`src/rtl/sensor_frame_capture.sv`:
```
// Sensor front-end capture: registers raw fval/lval/data, arms capture on frame
// boundaries, emits one pixel per qualifying cycle with x/y coordinates and counts frames.
module sensor_frame_capture #(
    parameter int PIXEL_SIZE  = 12,
    parameter int ROW_SIZE    = 1280,
    parameter int COORD_WIDTH = 11
) (
    input  logic                   clk,
    input  logic                   rst,
    input  logic                   fval_in,
    input  logic                   lval_in,
    input  logic [PIXEL_SIZE-1:0]  data_in,
    input  logic                   start,
    input  logic                   stop,
    output logic [PIXEL_SIZE-1:0]  pixel_out,
    output logic                   valid_out,
    output logic [COORD_WIDTH-1:0] x_cont,
    output logic [COORD_WIDTH-1:0] y_cont,
    output logic [31:0]            frame_count,
    output logic                   busy,
    output logic [1:0]             state_dbg
);

    // valid_out is a one-cycle strobe with no ready: the downstream pipeline must
    // accept pixel_out/x_cont/y_cont in every cycle valid_out is high.

    typedef enum logic [1:0] {
        IDLE    = 2'd0,
        ARMED   = 2'd1,
        CAPTURE = 2'd2
    } state_t;

    localparam logic [COORD_WIDTH-1:0] X_LAST = COORD_WIDTH'(ROW_SIZE - 1);

    state_t                 state, state_next;
    logic                   stop_pending, pending_next;
    logic                   count_inc;

    logic                   fval_d, fval_dd, lval_d;
    logic [PIXEL_SIZE-1:0]  data_d;
    logic                   frame_rise, frame_fall, qualify;

    logic [COORD_WIDTH-1:0] x_cnt, y_cnt;
    logic [COORD_WIDTH-1:0] x_cur, y_cur;
    logic [COORD_WIDTH-1:0] x_cnt_next, y_cnt_next;

    // Input sync stage plus a second fval stage for edge detection.
    always_ff @(posedge clk or posedge rst) begin
        if (rst) begin
            fval_d  <= 1'b0;
            fval_dd <= 1'b0;
            lval_d  <= 1'b0;
            data_d  <= '0;
        end else begin
            fval_d  <= fval_in;
            fval_dd <= fval_d;
            lval_d  <= lval_in;
            data_d  <= data_in;
        end
    end

    assign frame_rise = fval_d & ~fval_dd;
    assign frame_fall = ~fval_d & fval_dd;
    assign qualify    = (state == CAPTURE) & fval_d & lval_d;

    always_ff @(posedge clk or posedge rst) begin
        if (rst) begin
            state        <= IDLE;
            stop_pending <= 1'b0;
        end else begin
            state        <= state_next;
            stop_pending <= pending_next;
        end
    end

    // Draining is CAPTURE with stop_pending set; stop beats start outside CAPTURE.
    always_comb begin
        state_next   = state;
        pending_next = stop_pending;
        count_inc    = 1'b0;
        case (state)
            IDLE: begin
                pending_next = 1'b0;
                if (start && !stop) state_next = ARMED;
            end
            ARMED: begin
                pending_next = 1'b0;
                if (stop)            state_next = IDLE;
                else if (frame_rise) state_next = CAPTURE;
            end
            CAPTURE: begin
                if (frame_fall) begin
                    count_inc = 1'b1;
                    if (stop_pending || stop) begin
                        state_next   = IDLE;
                        pending_next = 1'b0;
                    end
                end else if (stop) begin
                    pending_next = 1'b1;
                end
            end
            default: begin
                state_next   = IDLE;
                pending_next = 1'b0;
            end
        endcase
    end

    // A pixel landing on the frame_rise cycle must already see the cleared counters.
    always_comb begin
        x_cur      = frame_rise ? '0 : x_cnt;
        y_cur      = frame_rise ? '0 : y_cnt;
        x_cnt_next = x_cur;
        y_cnt_next = y_cur;
        if (qualify) begin
            if (x_cur == X_LAST) begin
                x_cnt_next = '0;
                y_cnt_next = y_cur + COORD_WIDTH'(1);
            end else begin
                x_cnt_next = x_cur + COORD_WIDTH'(1);
            end
        end
    end

    always_ff @(posedge clk or posedge rst) begin
        if (rst) begin
            x_cnt <= '0;
            y_cnt <= '0;
        end else begin
            x_cnt <= x_cnt_next;
            y_cnt <= y_cnt_next;
        end
    end

    always_ff @(posedge clk or posedge rst) begin
        if (rst) begin
            pixel_out   <= '0;
            valid_out   <= 1'b0;
            x_cont      <= '0;
            y_cont      <= '0;
            frame_count <= '0;
        end else begin
            valid_out <= qualify;
            if (qualify) begin
                pixel_out <= data_d;
                x_cont    <= x_cur;
                y_cont    <= y_cur;
            end
            if (count_inc) frame_count <= frame_count + 32'd1;
        end
    end

    assign busy      = (state != IDLE);
    assign state_dbg = state;

endmodule

```
`config.mk`:
```
export PLATFORM = sky130hd
export DESIGN_NAME = sensor_frame_capture
export DESIGN_NICKNAME = d
export VERILOG_FILES = /design/src/rtl/sensor_frame_capture.sv
export SDC_FILE = /design/constraint.sdc
export NUM_CORES = 1
export LEC_CHECK = 0
export CAP_MARGIN = 20
export CORE_UTILIZATION = 35
export DETAILED_ROUTE_END_ITERATION = 16
export HOLD_SLACK_MARGIN = 0.05
export PLACE_DENSITY_LB_ADDON = 0.05
export SLEW_MARGIN = 20
export SYNTH_ARGS = -nofsm -noshare
export SYNTH_HDL_FRONTEND = slang
export SYNTH_SLANG_ARGS = --single-unit
```
`constraint.sdc`:
```
create_clock -name clk -period 4.84 [get_ports clk]
set_clock_uncertainty 0.1 [all_clocks]
set_input_delay 1.21 -clock clk [delete_from_list [all_inputs] [get_ports clk]]
set_output_delay 1.21 -clock clk [all_outputs]
set_load 0.05 [all_outputs]
```
Word level (Yosys, flattened, before mapping)
Cells that the tools add are included.
{ "op_classes": {"add_sub_neg": 3, "eq_ne": 9, "muxes": 18, "bitwise": 6, "reduce_logical": 7} }
{ "ops": {"columns": ["op", "n"], "rows": [
  ["2-to-1 mux 11 bit", 6],
  ["adder 32 x 1 -> 32 bit, second input constant", 1],
  ["adder 11 x 1 -> 11 bit, second input constant", 2],
  ["equality test 11 bit, second input constant", 1],
  ["2-to-1 mux 2 bit", 5],
  ["2-to-1 mux 1 bit", 6],
  ["inequality test 3 bit, second input constant", 2],
  ["one-hot mux 2 bit (3 select lines)", 1],
  ["bitwise AND 1 bit", 4],
  ["inequality test 2 bit, second input constant", 2],
  ["AND reduction 4 bit", 1],
  ["inequality test 3 x 2 -> 1 bit, second input constant", 1],
  ["equality test 2 x 1 -> 1 bit, second input constant", 1],
  ["equality test 2 bit, second input constant", 1],
  ["logical NOT 2 bit", 1],
  ["inequality test 2 x 1 -> 1 bit, second input constant", 1],
  ["NOT 1 bit", 2],
  ["AND reduction 2 bit", 1],
  ["nonzero test 2 bit", 1],
  ["logical AND 1 bit", 1],
  ["logical NOT 1 bit", 1],
  ["logical OR 1 bit", 1]
]} }
{ "totals": {"regBits": 107, "input_bits": 18, "output_inout_bits": 70, "wordCells": 56} }

Depth between registers and ports, before layout
Gate-level depths: netlist (run 1).
{ "depth": {"ltp_word": 6, "mapped_depth": 12} }

Worst setup path after synthesis (run 1)
No wires, ideal clock.
{ "synth_path": {"path_type": "register to register", "from": "register fval_dd", "to": "register y_cnt[6]", "setup_ns": 0.123, "arrival_time_ns": 2.399, "required_ns": 4.617, "slack_ns": 2.219, "path_stages_with_launch": 13, "synth_period_minus_slack_ns": 2.621, "path_cell_list": "dfrtp_1 nand2b_1 clkbuf_2 clkbuf_1 nand2_1 inv_1 ha_1 nand3_1 or3_1 buf_2 nor3_4 nand3_1 xor2_1"} }
{ "synth_between": {"elab_chain_len": 6} }
{ "synth_lines": {"columns": ["element", "line", "text"], "rows": [
  ["start: declaration", "39", "logic fval_d, fval_dd, lval_d;"],
  ["start signal: assignment", "56", "fval_dd <= fval_d;"],
  ["NOT 1 bit", "62", "assign frame_rise = fval_d & ~fval_dd;"],
  ["bitwise AND 1 bit", "62", null],
  ["2-to-1 mux 11 bit", "111", "x_cur = frame_rise ? '0 : x_cnt;"],
  ["via x_cur[1]", "44", "logic [COORD_WIDTH-1:0] x_cur, y_cur;"],
  ["equality test 11 bit", "116", "if (x_cur == X_LAST) begin"],
  ["2-to-1 mux 11 bit", "116", null],
  ["2-to-1 mux 11 bit", "115", "if (qualify) begin"],
  ["via y_cnt_next[6]", "45", "logic [COORD_WIDTH-1:0] x_cnt_next, y_cnt_next;"],
  ["end signal: assignment", "131", "y_cnt <= y_cnt_next;"],
  ["end: declaration", "43", "logic [COORD_WIDTH-1:0] x_cnt, y_cnt;"]
]} }
The timed path passes the listed nets, and every way through them passes these cells.
A chain may end at the register's enable or synchronous reset.

Worst setup path in the final report (run 1)
{ "layout_path": {"from": "register state[1] (netlist: state_dbg[1])", "to": "output busy"} }
{ "layout_between": {"elab_chain_len": 1} }
{ "layout_lines": {"columns": ["element", "line", "text"], "rows": [
  ["start: declaration", "35", "state_t state, state_next;"],
  ["start signal: assignment", "71", "state <= state_next;"],
  ["nonzero test 2 bit", "153", "assign busy = (state != IDLE);"],
  ["end: declaration", "20", "output logic busy,"]
]} }
Every way passes these cells.

==> summary.md, run 1 <==
| Metric | Value |
|---|---|
| Vias | between 3000 and 4000 |
| First-pass GRT wire length | 15800 um |
| Post-synthesis register bit count | around 110 |
| Antenna violations before repair | 0 |
| Fin. Hold Viols | 0 |
| Worst Path Required | approximately 3.5 ns |
| Post-Syn Area | approximately 4500 sq um |
| Mapped Nets | about 440 |
| I/O Pins | slightly below 90 |
| RSZ-0062 raised after global routing | false |
| Max frequency | ~0.32 GHz |
| Delay-heaviest family, CP | buffers and inverters |
| Critical path, cell by cell | or2_2 > clkdlybuf4s50_1 |
| Port Buffers | 87 |
| Antenna viol nets, final | 0 |
| Routability congestion estimate | ~0.72 |
| Worst Max-Slew Pin Slew | roughly 1 ns |
| Routed WL | between 9000 and 10000 um |
| Worst setup path class | reg -> out |
| PwrDens | between 400 and 500 nW/um^2 |
| Crit Path Max Fanout | 6 |
| Core box area | between 10000 and 15000 sq um |
| Worst-skew pair later-pin latency | about 0.35 ns |
| CTS H-tree lvls | 3 |
| Layout Area Growth over Synthesis | 30.8% |
| CP peak stage delay | ~0.70 ns |
| CTS Hold Bufs | 0 |
| Pre-CTS setup slack | 1.81 ns |
| Synth warn | 0 |
| Max stage delay cell, worst path | clkdlybuf4s50_1 |
| CTS tree | built |
| LEAKAGE | 2.68 nW |
| Final worst slack | 1.71 ns |
| Final period util | about 65% |
| Vias in the first global route | 3085 |
| CTS Root Cell | clkbuf_16 |
| DR DRC count | 0 |
| Starting Density | 36.6% |
| Placed cell count | between 600 and 700 |
| Detailed placement HPWL | between 6000 and 7000 um |
| Synth Instances | 422 |
| Clock transition at path regs | about 0.080 ns |
| Layout cell share with drive strength beyond 1 | ~6.1% |
| DIE AREA | between 10000 and 15000 sq um |
| Synth cell types | between 40 and 50 |
| Final Core Density | a little under half |
| Number of max-cap violations | 0 |
| N_diodes | 0 |
| TritonRoute pass-1 iters | 4 |
| Die X | 115 um |
| TritonCTS Buffers | 9 |
| Max-slew violation count | 0 |
| Critical path endpoint category | output port |
| Outcome | completed |
| Maximum clock insertion buffer count | 2 |
| Avg Synthesized Cell Area | 10.6 sq um |
| Setup Buffers After CTS | 0 |
| Hold WC Path Type | reg -> reg |
| Vert. Die Dim | approximately 110 um |
| NumNets Final | ~530 |
| Post-cts resize count | 0 |
| Most frequent cells in the layout | dfrtp_1, nand2_1, clkdlybuf4s50_1 |
| Sequential cell area fraction in the yosys report | between 50% and 60% |
| Largest net degree at the start of global routing | about 110 |
| 1st-iter DRT viols | 133 |
| Clock tree sinks | around 110 |
| Total GRT Usage | ~16% |
| Pwr Total | about 2.5 mW |
| Max VDD drop | 303 uV |
| Bufs and invs on worst path | 1 |
| Final TNS setup | 0 ns |
| # rows | 40 |
| Critical path startpoint category | flop |
| Vias per cell | between 4 and 5 |
| WP data arrival | ~1.8 ns |
| Setup violators final | 0 |
| Fin crit period | between 3 and 4 ns |
| Most common cell after layout, fill and taps aside | dfrtp_1 |
| Worst slew margin relative to its limit | 34.3% |
| Global route overflow | 0 |
| WL per Instance | 13.7 um |
| Post-route insts no fill | 680 |
-- cell usage after synthesis (all sizes together) --
master	count	area (sq um)
dfrtp	107	2680
nor2	21	78.8
xnor2	26	228
a2111oi	1	8.76
or2	1	6.26
mux2i	3	30.0
a21o	1	7.51
nand4b	1	23.8
o22ai	1	6.26
nand2	105	394
a31oi	3	18.8
xor2	17	149
nor3	11	71.3
nand4	9	56.3
or4	1	7.51
o31ai	3	22.5
nand3b	2	15.0
nand3	26	135
and3	8	50.1
nor4	4	58.8
and2	2	12.5
nand2b	2	12.5
or3b	1	8.76
mux2	1	11.3
clkbuf	11	42.5
o21ai	19	95.1
a41o	1	10.0
buf	5	28.8
inv	12	45.0
and4bb	1	12.5
nor2b	1	6.26
or3	2	12.5
ha	3	37.5
and4	9	78.8
and2b	1	7.51
-- routing by layer --
| layer | global-route usage [%] | vias to the layer above | routed length (um) |
|---|---|---|---|
| li1 | - | 1582 | - |
| met1 | 21.7 | 1481 | 4610 |
| met2 | 22.9 | 66 | 4170 |
| met3 | 5.80 | 6 | 463 |
| met4 | 4.33 | 0 | 76 |
| met5 | 0 | - | 0 |
-- path summary, 6_finish.rpt --
check | from | to | slack, ns | depth (start not counted)
max | state_dbg[1] | busy | 1.71 | 2
min | data_d[3] | pixel_out[3] | 0.34 | 2
max reg2reg | fval_dd | y_cnt[6] | 1.83 | 9
max in group asynchronous | rst | valid_out | 2.94 | 3
min reg2reg | data_d[3] | pixel_out[3] | 0.34 | 2
min in group asynchronous | rst | pixel_out[3] | 1.21 | 3
-- sequential cells by signal (all words and copies together) (netlist names), 2 cells and up --
signal / cells
y_cnt: 11
y_cont: 11
x_cont: 11
pixel_out: 12
state_dbg: 2
data_d: 12
frame_count: 32
x_cnt: 11
-- tightest hold or removal path, cell delays in order (launching register included) --
cell     delay [ns]
dfrtp_1        0.32
nand2_1        0.04
nand2_1        0.05
-- layout make-up --
cell class                 count  area, sq um
multi-input combinational    287         1670
tap                          168          210
clock inverter                 7          101
fill                        1213         6370
sequential                   107         2680
inverter                      12         47.5
timing repair buffer          90          906
clock buffer                   9          225
-- report_power, final --
part / internal, mW / switching, mW
clock network: 0.457 / 0.342
logic: 0.196 / 0.409
registers: 0.977 / 0.0732
-- logic make-up after synthesis --
| kind of cell | synth area share [%] |
|---|---|
| multiplexers | 0.924 |
| AND/OR/NAND/NOR | 23.5 |
| flip-flops | 59.9 |
| XOR/XNOR | 8.43 |
| AO/OA/AOI/OAI | 3.78 |
| adder cells (fa/ha/maj) | 0.840 |
| buffers and inverters | 2.61 |
-- per-stage QoR --
stage | cell area [sq um] | hold slack [ns]
detailed placement | 5510 | 0.324
global route | 5840 | 0.359
finish | 5840 | 0.335
CTS | 5840 | 0.339
global placement | 5510 | 0.321
floorplan | 4470 | 0.314
Power figures use the tool's default switching activity.
==> run 2: changes to the inputs <==
Clock period 4.84 ns to 3.21 ns, I/O delays scaled along.
==> summary.md, run 2 (same netlist as run 1, synthesis figures left out) <==
| Metric | Value |
|---|---|
| Setup violators final | 0 (unchanged) |
| CTS tree | built |
| Maximum clock insertion buffer count | 2 (unchanged) |
| Clock tree sinks | 107 (unchanged) |
| Worst hold path depth | 2 (unchanged) |
| Worst slew margin relative to its limit | 60.8% (+27 points) |
| Fin crit period | ~2.7 ns |
| N_diodes | 0 (unchanged) |
| Layout Area Growth over Synthesis | 31.3% |
| Port Buffers | 87 (unchanged) |
| Die X | 115 um (unchanged) |
| Vias | 3223 (+2.8%) |
| Final period util | around 85% |
| Global route overflow | 0 (unchanged) |
| NumNets Final | 532 (+0.76%) |
| Post-cts resize count | 0 (unchanged) |
| Antenna viol nets, final | 0 (unchanged) |
| Vias in the first global route | 3110 (+0.81%) |
| Crit Path Max Fanout | 6 (unchanged) |
| Hold Path End | pixel_out[5] |
| Comb power frac | 25.2% (+0.5 points) |
| Number of max-cap violations | 0 (unchanged) |
| First-pass GRT wire length | 16400 um (+3.9%) |
| Max VDD drop | 535 uV (+76%) |
| Max frequency | around 0.37 GHz |
| Hold WC Path Type | reg -> reg |
| RR Endpoint | y_cnt[6] |
| Total GRT Usage | 16.3% (+0.65 points) |
| Final TNS setup | 0 ns (unchanged) |
| R2R cell count | 9 (unchanged) |
| WP data arrival | 1.82 ns (about the same) |
| Worst setup path class | reg -> out |
| TritonRoute pass-1 iters | 4 (unchanged) |
| Critical path endpoint category | output port |
| # rows | 40 (unchanged) |
| Setup Buffers After CTS | 0 (unchanged) |
| Worst Max-Slew Pin Slew | 0.582 ns (-0.401 ns) |
| Max-slew violation count | 0 (unchanged) |
| P_sw | 1.23 mW (+50%) |
| Clock network fraction of total power | 32.2% (-0.3 points) |
| DR DRC count | 0 (unchanged) |
| Routability congestion estimate | 0.763 (+5.6%) |
| CTS Hold Bufs | 0 (unchanged) |
| Internal power | 2.46 mW (+51%) |
| Max reg flops | 32 (unchanged) |
| Vias per cell | 4.71 (+2.2%) |
| Placed instance area | 5550 sq um (+0.57%) |
| Detailed placement HPWL | 6610 um (+6.3%) |
| RR Startpoint | fval_dd |
| Routed WL | 9670 um (+3.8%) |
| Most frequent cells in the layout | dfrtp_1, nand2_1, clkdlybuf4s50_1 |
| Seq pwr share | 42.7% (about the same) |
| Top Registers | frame_count x32, data_d x12, pixel_out x12 |
| DIE AREA | 13200 sq um (unchanged) |
| Layout cell share with drive strength beyond 1 | 6.59% (+0.53 points) |
| Antenna violations before repair | 0 (unchanged) |
| R2R Setup Slk | 0.57 ns (-1.26 ns) |
| PwrDens | 630 nW/um^2 (+50%) |
| Fin Hold WS | 0.339 ns (+0.00375 ns) |
| Hold wc startpoint | data_d[5] |
| Vert. Die Dim | 115 um (unchanged) |
| TritonCTS Buffers | 9 (unchanged) |
| I/O Pins | 88 (unchanged) |
| Fin. Hold Viols | 0 (unchanged) |
| Critical path startpoint category | flop |
| Worst-skew pair later-pin latency | 0.35 ns (about the same) |
| Outcome | completed |
| CTS H-tree lvls | 3 (unchanged) |
| Worst Path Required | 2.31 ns (-1.22 ns) |
| Top reg by flops | frame_count |
| Core box area | 12200 sq um (unchanged) |
| Clock transition at path regs | 0.07 ns (about the same) |
| RSZ-0062 raised after global routing | false |
| Switching Share | 33.4% (-0.16 points) |
| Most common cell after layout, fill and taps aside | dfrtp_1 |
| Starting Density | 36.6% (unchanged) |
| WL per Instance | 14.1 um (+3.2%) |
| 1st-iter DRT viols | 232 (+74%) |
| Largest net degree at the start of global routing | 73 (-32%) |
| Final instance area | 5860 sq um (+0.39%) |
| LEAKAGE | 2.69 nW (+0.42%) |
| CTS Root Cell | clkbuf_16 |
## run 2: cell types whose count changed in the layout (fill, tap and decap cells not counted), sizes merged
cell | before | now
buf | 3 | 7
clkbuf | 9 | 10
clkinv | 2 | 1
clkinvlp | 2 | 3
inv | 13 | 12
## run 2: worst max-delay path by stage
stage | start | end | slack, ns | cells past startpoint
2_1_floorplan | fval_dd | y_cnt[6] | 0.59 | 12
3_3_place_gp | fval_dd | y_cnt[6] | 0.69 | 9
3_5_place_dp | fval_dd | y_cnt[6] | 0.57 | 9
4_1_cts | state_dbg[1] | busy | 0.46 | 2
5_1_grt | fval_dd | y_cnt[6] | 0.25 | 9
6_report | state_dbg[1] | busy | 0.48 | 2
## run 2: final cells by class
class / instances / area (sq um)
clock inverter: 6 / 88.8
timing repair buffer: 94 / 936
fill: 1167 / 6350
inverter: 12 / 48.8
clock buffer: 10 / 229
sequential: 107 / 2680
tap: 168 / 210
multi-input combinational: 287 / 1670
## run 2: layer usage
layer  global-route usage (%)  share of wire [%]
met5                        0                  0
met4                     4.68                1.0
met3                     6.27                5.7
met2                     24.3                 46
met1                     22.1                 48
## run 2: worst max-delay path: stages (launching register included)
cell             delay (ns)
dfrtp_1                0.46
or2_2                  0.32
clkdlybuf4s50_1        0.70
## run 2: power by group through the flow
stage               Clock (mW)  Sequential [mW]  Combinational (mW)
global route              1.29             1.59               0.989
global placement             0             1.60               0.934
CTS                       1.23             1.58               0.942
detailed placement           0             1.60               0.940
floorplan                    0             1.97               0.227
finish                    1.19             1.58               0.928
## run 2: per-stage QoR
| stage | util (%) | power (mW) | setup slack (ns) | cells |
|---|---|---|---|---|
| floorplan | - | 2.20 | 0.589 | 422 |
| global placement | 45.4 | 2.54 | 0.689 | 668 |
| detailed placement | 45.4 | 2.54 | 0.571 | 668 |
| CTS | 48.0 | 3.75 | 0.464 | 684 |
| global route | 48.0 | 3.87 | 0.248 | 684 |
| finish | 48.0 | 3.69 | 0.484 | 684 |
==> run 3: changes to the inputs <==
Clock period 3.21 ns to 2.7 ns, I/O delays scaled along.
==> summary.md, run 3 (same netlist as run 1, synthesis figures left out) <==
| Metric | Value |
|---|---|
| Outcome | completed |
| CTS Root Cell | clkbuf_16 |
| Max frequency | 0.386 GHz |
| Vias | 3223 (unchanged) |
| Routed WL | 9730 um (+0.55%) |
| Vias in the first global route | 3162 (+1.7%) |
| Total GRT Usage | 16.1% (-0.23 points) |
| Starting Density | 36.6% (unchanged) |
| Die X | 115 um (unchanged) |
| Placed instance area | 5610 sq um (+1.1%) |
| Final instance area | 5900 sq um (+0.68%) |
| Top Registers | frame_count x32, data_d x12, pixel_out x12 |
| Setup violators final | 0 (unchanged) |
| WP data arrival | 1.82 ns (about the same) |
| PwrDens | 712 nW/um^2 (+13%) |
| Vias per cell | 4.66 (-1.0%) |
| Most common cell after layout, fill and taps aside | dfrtp_1 |
| 1st-iter DRT viols | 129 (-44%) |
| Worst slew margin relative to its limit | 61.3% (+0.45 points) |
| Maximum clock insertion buffer count | 2 (unchanged) |
| Fin crit period | roughly 2.6 ns |
| Final worst slack | 0.106 ns (-0.377 ns) |
| CTS Hold Bufs | 0 (unchanged) |
| RSZ-0062 raised after global routing | false |
| Antenna violations before repair | 0 (unchanged) |
| Max reg flops | 32 (unchanged) |
| Layout Area Growth over Synthesis | 32.2% |
| Global route overflow | 0 (unchanged) |
| Pre-CTS setup slack | 0.0813 ns (-0.490 ns) |
| Critical path startpoint category | flop |
| Clock transition at path regs | 0.06 ns (about the same) |
| Max-slew violation count | 0 (unchanged) |
| Worst setup path class | reg -> out |
| Final TNS setup | 0 ns (unchanged) |
| DR DRC count | 0 (unchanged) |
| Port Buffers | 87 (unchanged) |
| Max VDD drop | 480 uV (-10%) |
| Top reg by flops | frame_count |
| Fill count | 1206 (+3.3%) |
| N_diodes | 0 (unchanged) |
| NumNets Final | 539 (+1.3%) |
| Placed cell count | 673 (+0.75%) |
| Layout cell share with drive strength beyond 1 | 7.84% (+1.3 points) |
| Clock tree sinks | 107 (unchanged) |
| Most frequent cells in the layout | dfrtp_1, nand2_1, clkdlybuf4s50_1 |
| Antenna viol nets, final | 0 (unchanged) |
| TritonRoute pass-1 iters | 4 (unchanged) |
| Largest net degree at the start of global routing | 36 (-51%) |
| DIE AREA | 13200 sq um (unchanged) |
| Worst Max-Slew Pin Slew | 0.576 ns (-0.00672 ns) |
| Crit Path Max Fanout | 6 (unchanged) |
| Detailed placement HPWL | 6880 um (+4.0%) |
| Worst Path Required | 1.92 ns (-0.39 ns) |
| Fin. Hold Viols | 0 (unchanged) |
| Worst-skew pair later-pin latency | 0.34 ns (about the same) |
| Critical path endpoint category | output port |
| Number of max-cap violations | 0 (unchanged) |
| I/O Pins | 88 (unchanged) |
| WL per Instance | 14.1 um (-0.47%) |
| Hold WC Path Type | reg -> reg |
| # rows | 40 (unchanged) |
| TritonCTS Buffers | 9 (unchanged) |
| First-pass GRT wire length | 16300 um (-0.38%) |
| Final period util | between 90% and 100% |
| CTS tree | built |
| LEAKAGE | 2.73 nW (+1.2%) |
| Vert. Die Dim | 115 um (unchanged) |
| Pwr Total | 4.21 mW (+14%) |
| Post-route insts no fill | 691 (+1.0%) |
| Core box area | 12200 sq um (unchanged) |
| Routability congestion estimate | 0.751 (-1.6%) |
| CTS H-tree lvls | 3 (unchanged) |
run 3: power by group:
part | internal (mW) | switching [mW]
registers | 1.75 | 0.125
logic | 0.364 | 0.746
clock network | 0.675 | 0.543
total | 2.79 | 1.41
run 3: layout make-up:
class | count | area, sq um | share of cell area (%)
multi-input combinational | 287 | 1680 | 28.4
sequential | 107 | 2680 | 45.4
clock inverter | 2 | 10.0 | 0.170
clock buffer | 14 | 264 | 4.47
inverter | 12 | 48.8 | 0.827
tap | 168 | 210 | 3.56
timing repair buffer | 101 | 1010 | 17.2
run 3: path summary, 6_finish.rpt:
check	end	cells after the start	slack, ns	from
hold / removal	pixel_out[8]	2	0.33	data_d[8]
setup / recovery	busy	2	0.11	state_dbg[1]
setup reg to reg	y_cnt[6]	9	0.22	fval_d
min in group asynchronous	data_d[0]	2	0.63	rst
max in group asynchronous	frame_count[31]	3	1.33	rst
hold reg to reg	pixel_out[8]	2	0.33	data_d[8]
run 3: worst max-delay path: stages, from the launching register on:
cell and delay, ns:
dfrtp_1 0.46, or2_2 0.32, clkdlybuf4s50_1 0.70
run 3: what timing repair did:
item	in CTS	in global routing
endpoints found under the setup margin	0	9
resized for setup	0	2
setup buffers	0	2
run 3: routing by layer:
metal  routed length [um]  vias up  part of all wire, %  track usage [%]
li1                     -     1603                    -                -
met1                 4710     1550                   48             22.5
met2                 4500       61                   46             24.3
met3                  384        9                  3.9             3.53
met4                  125        0                  1.3             6.23
met5                    0        -                    0                0
run 3: metrics by stage:
step                      hold WS, ns  util, %
after floorplan                 0.314        -
after global placement          0.318     45.9
after detailed placement        0.325     45.9
after CTS                       0.335     48.2
after global routing            0.365     48.3
final                           0.334     48.3
==> edit, RTL diff (settings of run 1) <==
Register the inputs `fval_in`, `lval_in`, `data_in`, `start` and `stop` before use. The logic sees them one clock later.
--- a/src/rtl/sensor_frame_capture.sv
+++ b/src/rtl/sensor_frame_capture.sv
@@ -32,6 +32,20 @@
 
     localparam logic [COORD_WIDTH-1:0] X_LAST = COORD_WIDTH'(ROW_SIZE - 1);
 
+    logic fval_q;
+    logic lval_q;
+    logic [PIXEL_SIZE-1:0] data_q;
+    logic start_q;
+    logic stop_q;
+
+    always_ff @(posedge clk) begin
+        fval_q  <= fval_in;
+        lval_q  <= lval_in;
+        data_q  <= data_in;
+        start_q <= start;
+        stop_q  <= stop;
+    end
+
     state_t                 state, state_next;
     logic                   stop_pending, pending_next;
     logic                   count_inc;
@@ -52,10 +66,10 @@
             lval_d  <= 1'b0;
             data_d  <= '0;
         end else begin
-            fval_d  <= fval_in;
+            fval_d  <= fval_q;
             fval_dd <= fval_d;
-            lval_d  <= lval_in;
-            data_d  <= data_in;
+            lval_d  <= lval_q;
+            data_d  <= data_q;
         end
     end
 
@@ -81,21 +95,21 @@
         case (state)
             IDLE: begin
                 pending_next = 1'b0;
-                if (start && !stop) state_next = ARMED;
+                if (start_q && !stop_q) state_next = ARMED;
             end
             ARMED: begin
                 pending_next = 1'b0;
-                if (stop)            state_next = IDLE;
+                if (stop_q)            state_next = IDLE;
                 else if (frame_rise) state_next = CAPTURE;
             end
             CAPTURE: begin
                 if (frame_fall) begin
                     count_inc = 1'b1;
-                    if (stop_pending || stop) begin
+                    if (stop_pending || stop_q) begin
                         state_next   = IDLE;
                         pending_next = 1'b0;
                     end
-                end else if (stop) begin
+                end else if (stop_q) begin
                     pending_next = 1'b1;
                 end
             end
Behaviour: not the same (a bounded check fails within 4 cycles, from zero or initial values and one cycle with rst high).
==> edit against run 1 <==
Sequential share of layout area increased by 0.31 points; sequential power increased by 12%; count of clock-buffer cells in the layout increased by 13; cell area increased by 11%; critical path depth unchanged; core utilization increased by 0.64 points; wire length increased by 7.5%; power increased by 22%; sequential cell count increased by 16; synthesized area increased by 8.6%; largest cell class unchanged; maximum frequency decreased by 2.9%; worst setup slack got worse by 0.093 ns.
==> edit: results (changes against run 1) <==
Lkg Pwr: 2.863 nW (+6.7%)
syn_nets: 457 (+3.2%)
routability cong.: 0.7451 (+3.1%)
share of layout cells above drive strength 1: 8.519% (+2.5 points)
Net Sw Frac: 29.04% (-4.5 points)
part of the power in registers: 39.3% (-3.5 points)
Initial DRT Pass Iterations: 5 (+1)
list of most frequent post-synthesis cells: dfrtp_1 (107), nand2_1 (94), xnor2_1 (30)
DR top layer: met4
Met2 Wirelength: 4330 microns (+3.9%)
delay-heaviest family, CP: buffers and inverters
final WL: 10020 microns (+7.5%)
Nets: 548 (+3.8%)
CTS buffer count: 17 (+8)
Filler Cells Inserted: 1233 (+1.6%)
Max Fanout on Critical Path: 10 (+4)
Synth area leaders: dfrtp_1 (55%), nand2_1 (7.3%), dfxtp_1 (6.6%)
crit path DAT: 1.91 ns (+0.09 ns)
relative slew slack: 50.99% (+17 points)
total power: 3.003 mW (+22%)
M1 WL: 5011 microns (+8.6%)
maximum vdd drop: 0.0003698 V (+22%)
DRT iter0 DRCs: 151 (+14%)
antenna cells: 0 (unchanged)
wire length on met3: 511 microns (+10%)
number of global-route vias before repair: 3460 (+12%)
IO Port Bufs: 87 (unchanged)
first-pass GRT wire length: 17470 microns (+11%)
Clock Latency Late Sink: 0.41 ns (+0.06 ns)
Final HPWL DP: 6569 microns (+5.5%)
largest net degree at the start of global routing: 84 (-22%)
Synth cell types: 46 (+9.5%)
ys async rst share: 86.99% (-13 points)
status: complete, no violations
post-synthesis sequential area ratio: 61.82% (+1.9 points)
clock network power share: 42.9% (+10 points)
number of vias per cell: 4.739 (+2.8%)
GR Util All Layers: 15.93% (+0.29 points)
CP max stage cell: clkdlybuf4s50_1
Clock transition at path regs: 0.05 ns (-0.03 ns)
root buf cell: clkbuf_16
H-Tree Depth: 4 (+1)
==> edit: worst paths after layout <==
path / to / from / depth (start not counted) / slack (ns)
worst max register to register: y_cnt[5] / fval_dd / 8 / 2.03
worst min register to register: data_d[7] / data_q[7] / 0 / 0.23
worst max-delay path: busy / state_dbg[0] / 2 / 1.62
worst min-delay path: data_d[7] / data_q[7] / 0 / 0.23
max in group asynchronous: frame_count[13] / rst / 3 / 2.59
min in group asynchronous: frame_count[24] / rst / 2 / 1.20
==> edit: metrics by stage <==
step	setup WS (ns)	cell area [sq um]	cells	util (%)
floorplan	0.7128	4850	436	-
global placement	1.748	5876	684	43.85
detailed placement	1.648	5876	684	43.85
CTS	1.582	6490	716	48.43
global route	1.536	6495	716	48.47
finish	1.620	6495	716	48.47
==> edit: final cells by class <==
type / count / area (sq um) / area share, %
clock buffers: 22 / 474.2 / 7.301
clock inverters: 10 / 140.1 / 2.158
inverters: 12 / 50.05 / 0.7706
multi-input cells: 284 / 1727 / 26.58
flip-flops and latches: 123 / 2998 / 46.16
well taps: 176 / 220.2 / 3.390
repair buffers: 89 / 885.9 / 13.64
==> edit: logic make-up (layout without fill, tap and decap cells) <==
family | after synthesis | count (layout) | synth area share (%)
and+or+nand+nor | 201 | 201 | 21.93
DFF | 123 | 123 | 61.82
xor gates and xnor gates | 39 | 39 | 7.043
AOI/OAI and AO/OA | 32 | 32 | 3.896
buffers and inverters | 29 | 133 | 2.632
muxes | 9 | 9 | 1.909
adders and majority gates | 3 | 3 | 0.7741
==> edit: routing by layer <==
| metal | track usage, % | up-vias |
|---|---|---|
| met5 | 0 | - |
| met4 | 7.266 | 0 |
| met3 | 4.990 | 11 |
| met2 | 22.04 | 90 |
| met1 | 22.59 | 1623 |
| li1 | - | 1669 |
